File: src/rtl/seq_pkg.sv
// Shared definitions for the 1001 sequence-match logging slice.
package seq_pkg;

    localparam logic [3:0]  SEQ_PATTERN = 4'b1001;

    localparam int unsigned POS_W_DEF = 16;
    localparam int unsigned DEPTH_DEF = 4;
    localparam int unsigned CNT_W_DEF = 8;

    // Occupancy needs one extra bit so that "full" (== DEPTH) is representable.
    function automatic int unsigned lvl_w(input int unsigned depth);
        return $clog2(depth) + 1;
    endfunction

endpackage

File: src/rtl/seq_log_fifo.sv
// Generic synchronous FIFO with a registered head output; no fall-through.
module seq_log_fifo
    import seq_pkg::*;
#(
    parameter int unsigned W     = POS_W_DEF,
    parameter int unsigned DEPTH = DEPTH_DEF
) (
    input  logic                     clk,
    input  logic                     rst,
    input  logic                     push_i,
    input  logic                     pop_i,
    input  logic [W-1:0]             din_i,
    output logic [W-1:0]             dout_o,
    output logic                     full_o,
    output logic                     empty_o,
    output logic [lvl_w(DEPTH)-1:0]  level_o
);

    localparam int unsigned AW = $clog2(DEPTH);
    localparam int unsigned LW = lvl_w(DEPTH);

    logic [W-1:0]  mem_q [DEPTH];
    logic [AW-1:0] wr_q, wr_d;
    logic [AW-1:0] rd_q, rd_d;
    logic [LW-1:0] level_q, level_d;
    logic [W-1:0]  head_q, head_d;
    logic          do_push;
    logic          do_pop;

    assign empty_o = (level_q == '0);
    assign full_o  = (level_q == LW'(DEPTH));
    assign do_pop  = pop_i && !empty_o;
    assign do_push = push_i && (!full_o || do_pop);

    assign dout_o  = head_q;
    assign level_o = level_q;

    // Head is precomputed so it changes on the same edge as the pop/push.
    always_comb begin
        wr_d    = wr_q + AW'(do_push);
        rd_d    = rd_q + AW'(do_pop);
        level_d = level_q + LW'(do_push) - LW'(do_pop);
        head_d  = head_q;
        if (do_pop) begin
            if (level_q > LW'(1))
                head_d = mem_q[rd_q + AW'(1)];
            else if (do_push)
                head_d = din_i;
        end else if (do_push && empty_o) begin
            head_d = din_i;
        end
    end

    always_ff @(posedge clk) begin
        if (rst) begin
            wr_q    <= '0;
            rd_q    <= '0;
            level_q <= '0;
            head_q  <= '0;
        end else begin
            wr_q    <= wr_d;
            rd_q    <= rd_d;
            level_q <= level_d;
            head_q  <= head_d;
        end
    end

    always_ff @(posedge clk) begin
        if (!rst && do_push)
            mem_q[wr_q] <= din_i;
    end

endmodule

File: src/rtl/seq_match_logger.sv
// Tags each 1001 detection with its bit position and queues it for the control side.
// Optional SEQ_LOG_CNT_EN adds a saturating total-match counter on port match_cnt.
module seq_match_logger
    import seq_pkg::*;
#(
    parameter int unsigned POS_W = POS_W_DEF,
    parameter int unsigned DEPTH = DEPTH_DEF
`ifdef SEQ_LOG_CNT_EN
    , parameter int unsigned CNT_W = CNT_W_DEF
`endif
) (
    input  logic                     clk,
    input  logic                     rst,
    input  logic                     seq_det,
    input  logic                     clr_ovf,
    output logic                     m_valid,
    input  logic                     m_ready,
    output logic [POS_W-1:0]         m_pos,
    output logic [lvl_w(DEPTH)-1:0]  level,
    output logic                     ovf
`ifdef SEQ_LOG_CNT_EN
    , output logic [CNT_W-1:0]       match_cnt
`endif
);

    logic [POS_W-1:0] pos_q, pos_d;
    logic             ovf_q, ovf_d;
    logic             full;
    logic             empty;
    logic             pop;
    logic             drop;

    assign pop  = m_valid && m_ready;
    assign drop = seq_det && full && !pop;

    seq_log_fifo #(
        .W     (POS_W),
        .DEPTH (DEPTH)
    ) u_fifo (
        .clk     (clk),
        .rst     (rst),
        .push_i  (seq_det),
        .pop_i   (m_ready),
        .din_i   (pos_q),
        .dout_o  (m_pos),
        .full_o  (full),
        .empty_o (empty),
        .level_o (level)
    );

    assign m_valid = !empty;
    assign ovf     = ovf_q;

    // A drop in the same cycle as clr_ovf must leave the flag set.
    always_comb begin
        pos_d = pos_q + POS_W'(1);
        ovf_d = ovf_q;
        if (clr_ovf)
            ovf_d = 1'b0;
        if (drop)
            ovf_d = 1'b1;
    end

    always_ff @(posedge clk) begin
        if (rst) begin
            pos_q <= '0;
            ovf_q <= 1'b0;
        end else begin
            pos_q <= pos_d;
            ovf_q <= ovf_d;
        end
    end

`ifdef SEQ_LOG_CNT_EN
    logic [CNT_W-1:0] cnt_q, cnt_d;

    always_comb begin
        cnt_d = cnt_q;
        if (seq_det && (cnt_q != '1))
            cnt_d = cnt_q + CNT_W'(1);
    end

    always_ff @(posedge clk) begin
        if (rst)
            cnt_q <= '0;
        else
            cnt_q <= cnt_d;
    end

    assign match_cnt = cnt_q;
`endif

endmodule

File: config.mk
export PLATFORM = sky130hd
export DESIGN_NAME = seq_match_logger
export DESIGN_NICKNAME = d
export VERILOG_FILES = /design/src/rtl/seq_pkg.sv /design/src/rtl/seq_log_fifo.sv /design/src/rtl/seq_match_logger.sv
export SDC_FILE = /design/constraint.sdc
export NUM_CORES = 1
export LEC_CHECK = 0
export CAP_MARGIN = 10
export CORE_MARGIN = 10
export CORE_UTILIZATION = 54
export DETAILED_ROUTE_END_ITERATION = 6
export DONT_BUFFER_PORTS = 1
export MAX_ROUTING_LAYER = met4
export PLACE_DENSITY_LB_ADDON = 0.05
export REMOVE_ABC_BUFFERS = 1
export SYNTH_ARGS = -nofsm -noshare
export SYNTH_HDL_FRONTEND = slang
export SYNTH_SLANG_ARGS = --single-unit
export TNS_END_PERCENT = 5
File: constraint.sdc
create_clock -name clk -period 3.3 [get_ports clk]
set_input_delay 0.66 -clock clk [delete_from_list [all_inputs] [get_ports clk]]
set_output_delay 0.66 -clock clk [all_outputs]
set_load 0.03 [all_outputs]
==> results of run 1 <==
worst register-to-register path: cells and delay by family, from the launching register on:
kind / cells / cell delay [ns]
flip-flops: 1 / 0.64
XOR/XNOR: 1 / 0.16
AND/OR/NAND/NOR: 3 / 0.35
adder cells (fa/ha/maj): 2 / 0.54
buffers and inverters: 2 / 0.33
multiplexers: 1 / 0.15
layer usage:
layer  wire [um]  vias up
li1            -     1100
met1        3450     1144
met2        3530       30
met3         334        9
met4         109        0
met5           0        -
how the worst max path moves through the flow:
stage / slack [ns] / to / cells past startpoint / startpoint
2_1_floorplan: 0.39 / u_fifo.mem_q[1][0]$_DFFE_PP_ / 3 / u_fifo.level_o[1]$_SDFF_PP0_
3_3_place_gp: 1.08 / u_fifo.level_o[2]$_SDFF_PP0_ / 9 / u_fifo.level_o[1]$_SDFF_PP0_
3_5_place_dp: 1.03 / u_fifo.level_o[2]$_SDFF_PP0_ / 9 / u_fifo.level_o[1]$_SDFF_PP0_
4_1_cts: 1.02 / u_fifo.level_o[2]$_SDFF_PP0_ / 9 / u_fifo.level_o[1]$_SDFF_PP0_
5_1_grt: 0.85 / u_fifo.level_o[2]$_SDFF_PP0_ / 9 / u_fifo.level_o[1]$_SDFF_PP0_
6_report: 1.04 / u_fifo.level_o[2]$_SDFF_PP0_ / 9 / u_fifo.level_o[1]$_SDFF_PP0_
layout make-up:
class	instances	area [um2]	share of cell area, %
sequential	104	2720	62.0
multi-input combinational	175	1330	30.2
clock buffer	10	128	2.91
tap	102	128	2.91
clock inverter	6	36.3	0.827
timing repair buffer	4	30.0	0.684
inverter	5	18.8	0.428
stage by stage:
stage | util, % | hold WS (ns)
floorplan | - | 0.487
global placement | 55.3 | 0.534
detailed placement | 55.3 | 0.541
CTS | 57.4 | 0.345
global route | 57.4 | 0.339
finish | 57.4 | 0.359
power by group through the flow:
stage	sequential, mW	clock [mW]	combinational, mW
3_5_place_dp	1.73	0	0.421
5_1_grt	1.72	0.763	0.467
4_1_cts	1.70	0.703	0.421
6_report	1.69	0.683	0.412
3_3_place_gp	1.73	0	0.413
2_1_floorplan	1.70	0	0.316
registers in the layout, summed over array words and instances (netlist names):
signal / cells
u_fifo.dout_o: 16
u_fifo.mem_q: 64
pos_q: 16
ovf: 1
u_fifo.rd_q: 2
u_fifo.level_o: 3
u_fifo.wr_q: 2
kinds of logic (layout without fill, tap and decap cells):
| group | after synthesis | after routing | share of synthesized area (%) |
|---|---|---|---|
| muxes | 18 | 18 | 9.14 |
| and+or+nand+nor | 112 | 112 | 12.4 |
| AOI/OAI and AO/OA | 23 | 23 | 4.42 |
| adders and majority gates | 6 | 6 | 1.96 |
| buffers and inverters | 20 | 25 | 4.21 |
| DFF | 104 | 104 | 64.6 |
| xor gates and xnor gates | 16 | 16 | 3.32 |
cells in the final DEF (no fill, tap or decap), types with 2 or more instances in the layout:
cell type	n
edfxtp_1	64
nor2_1	40
dfxtp_1	40
nand2_1	39
a311oi_1	16
mux4_2	15
xnor2_1	9
clkbuf_8	9
xor2_1	7
nor2b_1	6
nand3_1	6
inv_1	5
ha_1	5
buf_4	4
nor3_1	3
nand4_1	3
nor4_1	3
clkinvlp_4	3
nor3_2	2
and3_1	2
o21ai_0	2
a21oi_1	2
clkinv_2	2
==> metrics.md, run 1 <==
| Metric | Value |
|---|---|
| EDFF count, synth | 64 |
| Worst-margin pin slew | 0.950 ns |
| LEAKAGE | 1.40 nW |
| Post-synthesis cell type count | 38 |
| R2r startpoint | u_fifo.level_o[1]$_SDFF_PP0_ |
| Fmax | 443 MHz |
| Switching share of total power | 30.7% |
| Area Growth Syn to Fin | 4.09% |
| Die Area | 11700 um2 |
| Hold endpoint | pos_q[0]$_SDFF_PP0_ |
| Post-CTS sizing | 0 |
| Hold path cells | 1 |
| Clock sinks | 104 |
| Seq/Total Area, Yosys | 64.6% |
| CTS HTree Levels | 3 |
| Core area | 7650 um2 |
| Flop pwr share | 60.7% |
| Element type at the critical path end | register |
| ANT nets after route | 0 |
| Required @ worst endpoint | 3.57 ns |
| Via density | 5.62 |
| Total Neg Setup Slack | 0 ns |
| Worst skew pair latency | 0.36 ns |
| Cts hold-fix bufs | 0 |
| # rows | 32 |
| Total track usage | 13.9% |
| CP Cell Sequence | nor3_2 > inv_1 > nand2_1 > mux2i_1 > ha_1 > inv_1 > fa_1 > xnor2_1 > nor2_1 |
| Synthesis-stage register bit count | 104 |
| HP Start | rst |
| Clk pin slew, worst setup/hold paths | 0.10 ns |
| Area fraction of the dominant cell type after synthesis | 45.6% |
| Clock period minus worst slack | 2.26 ns |
| Slew margin rel. | 36.6% |
| Pwr/cell area | 636 nW/um2 |
| # placed instances | 390 |
| Startpoint class of the critical path | register |
| Combinational Power Share | 14.8% |
| RSZ-0062 raised after global routing | no |
| Routed WL per cell | 18.3 um |
| WL final | 7420 um |
| Psw | 856 uW |
| Buf/Inv on CP | 2 |
| Most frequent cells after synthesis | edfxtp_1 (64), dfxtp_1 (40), nor2_1 (40) |
| Die width | 108 um |
| Count of final setup violators | 0 |
| Share of layout cells above drive strength 1 | 14.5% |
| Boundary pin count | 26 |
| Power Total | 2.79 mW |
| # Max-Cap Violations | 0 |
| Tcrit/Tclk final | 68.4% |
| WS Path Type | reg -> reg |
| DP HPWL | 4440 um |
| Top cell by count, worst path | inv_1 |
| Final hold viol count | 0 |
| Post-synth top area cell | edfxtp_1 |
| Int Power | 1.93 mW |
| Most area-consuming cells after synthesis | edfxtp_1 (46%), dfxtp_1 (19%), mux4_2 (8.0%) |
| Initial cell density of the core | 55.1% |
| Final GP Congestion | 0.774 |
| Final WS setup | 1.04 ns |
| Design area | 4390 um2 |
| DRT iter0 DRCs | 115 |
| Root buf cell | clkbuf_8 |
| First-pass GRT wire length | 12200 um |
| Most frequent cell after synthesis | edfxtp_1 |
| Worst vdd ir | 0.000278 V |
| Max Clock Skew | 0.0104 ns |
| Antenna Cells | 0 |
| I/O Buffers | 0 |
| Syn Inst Count | 299 |
| DRC | 0 |
| M2 GR Usage | 21.1% |
| Clock Power Share | 24.5% |
| Global route hottest layer | met2 |
| M1 GR Usage | 17.3% |
| Drt first pass iters | 4 |
| Clk buf depth | 2 |
| CP top delay family | flip-flops |
| CP max FO | 6 |
| Largest net degree at the start of global routing | 44 |
| CTS buffer count | 9 |
| Critical-path top delay cell | dfxtp_1 |
| DP Area | 4230 um2 |
| Via count | 2283 |
| Worst Hold Class | in -> reg |
| Die span in y | 108 um |
| Total grt overflow | 0 |
| Initial antenna violation count | 0 |
| M3 GR Usage | 3.63% |
| Number of global-route vias before repair | 2276 |
| Post-synth ARST share | 0% |
| CP arrival | 2.52 ns |
| Fin nets | 310 |
| Post-CTS Setup Bufs | 0 |
| Mapped cell area | 4220 um2 |
| YS warnings | 0 |
| Avg Inst Size Synth | 14.1 um2 |
| Fill cells | 645 |
| Pins Over Slew Limit | 0 |
| CP max stage delay | 0.64 ns |
| TritonCTS clock tree | done |
| Reg2reg setup slack | 1.04 ns |
| Register-to-Register Path Depth | 9 |
| Ys flop type | edfxtp_1 |
| Status | finished, final reports clean |
| Final Non-Filler Cells | 406 |
| R2R Path End | u_fifo.level_o[2]$_SDFF_PP0_ |
| Placement Setup Slack | 1.03 ns |
Note: power is estimated with default switching activity, not from simulation.
==> run 2: changes to the inputs <==
==> constraint.sdc (replaced) <==
create_clock -name clk -period 2.2 [get_ports clk]
set_input_delay 0.44 -clock clk [delete_from_list [all_inputs] [get_ports clk]]
set_output_delay 0.44 -clock clk [all_outputs]
set_load 0.03 [all_outputs]
==> run 2 against run 1 <==
Critical path depth shrank 3. Register-to-register slack worse by 0.73 ns. Clock skew rose by 0.0041 ns. Count of clock-buffer cells in the layout fell by 1.
==> metrics.md, run 2 (synthesis results as in run 1) <==
| Metric | Value |
|---|---|
| Antenna Cells | 0 (unchanged) |
| # Max-Cap Violations | 0 (unchanged) |
| Total track usage | 14.4% (+0.50 points) |
| Drt first pass iters | 4 (unchanged) |
| First-pass GRT wire length | 12600 um (+3.4%) |
| # placed instances | 404 (+3.6%) |
| ANT nets after route | 0 (unchanged) |
| Largest net degree at the start of global routing | 44 (unchanged) |
| WL final | 7590 um (+2.3%) |
| Critical-path top delay cell | a21o_2 |
| Area Growth Syn to Fin | 7.39% |
| Worst skew pair latency | 0.37 ns (about the same) |
| Fill cells | 622 (-3.6%) |
| Clk pin slew, worst setup/hold paths | 0.10 ns (about the same) |
| Clock Power Share | 25.2% (+0.7 points) |
| Worst Hold Class | in -> reg |
| DRT iter0 DRCs | 113 (-1.7%) |
| Via density | 5.53 (-1.6%) |
| Slew margin rel. | 59.8% (+23 points) |
| Combinational Power Share | 18.6% (+3.8 points) |
| CP max stage delay | 0.52 ns (-0.12 ns) |
| Final Non-Filler Cells | 420 (+3.4%) |
| Die Area | 11700 um2 (unchanged) |
| Commonest non-fill, non-tap cell in the layout | edfxtp_1 |
| Largest Register | u_fifo.mem_q |
| CTS HTree Levels | 3 (unchanged) |
| # rows | 32 (unchanged) |
| Root buf cell | clkbuf_8 |
| Required @ worst endpoint | 2.47 ns (-1.10 ns) |
| Worst vdd ir | 0.000528 V (+90%) |
| DRC | 0 (unchanged) |
| Status | finished, final reports clean |
| Pwr/cell area | 956 nW/um2 (+50%) |
| Die span in y | 108 um (unchanged) |
| Fin nets | 324 (+4.5%) |
| Routed WL per cell | 18.1 um (-1.1%) |
| TritonCTS clock tree | done |
| CTS buffer count | 9 (unchanged) |
| CP top delay family | compound AO/OA/AOI/OAI gates |
| Initial antenna violation count | 0 (unchanged) |
| Final hold viol count | 0 (unchanged) |
| Reg2reg setup slack | 0.31 ns (-0.73 ns) |
| CP Cell Sequence | inv_1 > ha_1 > nand2_1 > a21o_2 > nor2_1 > a311oi_1 |
| CP arrival | 2.16 ns (-0.36 ns) |
| WS Path Type | reg -> reg |
| Int Power | 2.98 mW (+54%) |
| Commonest non-fill, non-tap cells in the layout | edfxtp_1 (64), nor2_1 (40), dfxtp_1 (40) |
| Design area | 4530 um2 (+3.2%) |
| Max Clock Skew | 0.0145 ns (+0.00407 ns) |
| Startpoint class of the critical path | register |
| DP HPWL | 4760 um (+7.0%) |
| Number of global-route vias before repair | 2310 (+1.5%) |
| Clk buf depth | 2 (unchanged) |
| Flop pwr share | 56.1% (-4.6 points) |
| Initial cell density of the core | 55.1% (unchanged) |
| Buf/Inv on CP | 1 (-1) |
| Largest register FFs | 64 (unchanged) |
| I/O Buffers | 0 (unchanged) |
| Clock period minus worst slack | 1.89 ns (-0.367 ns) |
| Fmax | 529 MHz (+19%) |
| Switching share of total power | 31.2% (+0.51 points) |
| Total grt overflow | 0 (unchanged) |
| CP max FO | 32 (+26) |
| Via count | 2323 (+1.8%) |
| Post-CTS Setup Bufs | 0 (unchanged) |
| Boundary pin count | 26 (unchanged) |
| Core area | 7650 um2 (unchanged) |
| Final GP Congestion | 0.773 (about the same) |
| Element type at the critical path end | register |
| Clock sinks | 104 (unchanged) |
| Power Total | 4.33 mW (+55%) |
| DP Area | 4340 um2 (+2.8%) |
| RSZ-0062 raised after global routing | no |
| Post-CTS sizing | 0 (unchanged) |
| Worst-margin pin slew | 0.602 ns (-0.348 ns) |
| Psw | 1.35 mW (+58%) |
| Cts hold-fix bufs | 0 (unchanged) |
| Share of layout cells above drive strength 1 | 19.2% (+4.7 points) |
| Tcrit/Tclk final | 85.9% (+18 points) |
| Count of final setup violators | 0 (unchanged) |
| LEAKAGE | 1.49 nW (+6.8%) |
| Die width | 108 um (unchanged) |
| Pins Over Slew Limit | 0 (unchanged) |
==> run 2: stage by stage <==
step	setup TNS [ns]	setup slack [ns]	hold slack (ns)	utilization (%)
after detailed placement	0	0.203	0.518	56.8
after global routing	0	0.127	0.109	59.2
after global placement	0	0.297	0.516	56.8
after CTS	0	0.183	0.117	59.1
after floorplan	-20.54	-0.709	0.487	-
final	0	0.310	0.131	59.2
==> run 2: power by group through the flow <==
stage	Sequential [mW]	Combinational, mW	Clock, mW
2_1_floorplan	2.55	0.473	0
3_3_place_gp	2.48	0.813	0
3_5_place_dp	2.48	0.820	0
4_1_cts	2.43	0.824	1.12
5_1_grt	2.45	0.894	1.20
6_report	2.43	0.807	1.09
==> run 2: worst paths after layout <==
check / from / to / depth (start not counted)
worst max register to register: u_fifo.level_o[1]$_SDFF_PP0_ / u_fifo.dout_o[10]$_SDFFE_PP0P_ / 6
worst min-delay path: rst / pos_q[0]$_SDFF_PP0_ / 1
worst max-delay path: u_fifo.level_o[1]$_SDFF_PP0_ / u_fifo.dout_o[10]$_SDFFE_PP0P_ / 6
worst min register to register: pos_q[15]$_SDFF_PP0_ / u_fifo.mem_q[1][15]$_DFFE_PP_ / 0
==> run 2: cell type report <==
class / instances / area (um2) / area share (%)
clock inverter: 7 / 55.1 / 1.22
inverter: 5 / 18.8 / 0.414
multi-input combinational: 175 / 1330 / 29.4
sequential: 104 / 2720 / 60.1
clock buffer: 9 / 124 / 2.74
timing repair buffer: 18 / 148 / 3.26
tap: 102 / 128 / 2.82
==> run 2: worst reg2reg max path, cell delays in order, from the launching register on <==
cell and delay (ns):
dfxtp_1 0.48, inv_1 0.11, ha_1 0.20, nand2_1 0.06
a21o_2 0.52, nor2_1 0.14, a311oi_1 0.29
==> run 2: layer usage <==
| layer | global-route usage (%) | part of all wire, % |
|---|---|---|
| met4 | 5.08 | 1.5 |
| met2 | 21.6 | 46 |
| met3 | 4.05 | 6.0 |
| met5 | - | 0 |
| met1 | 18.4 | 46 |
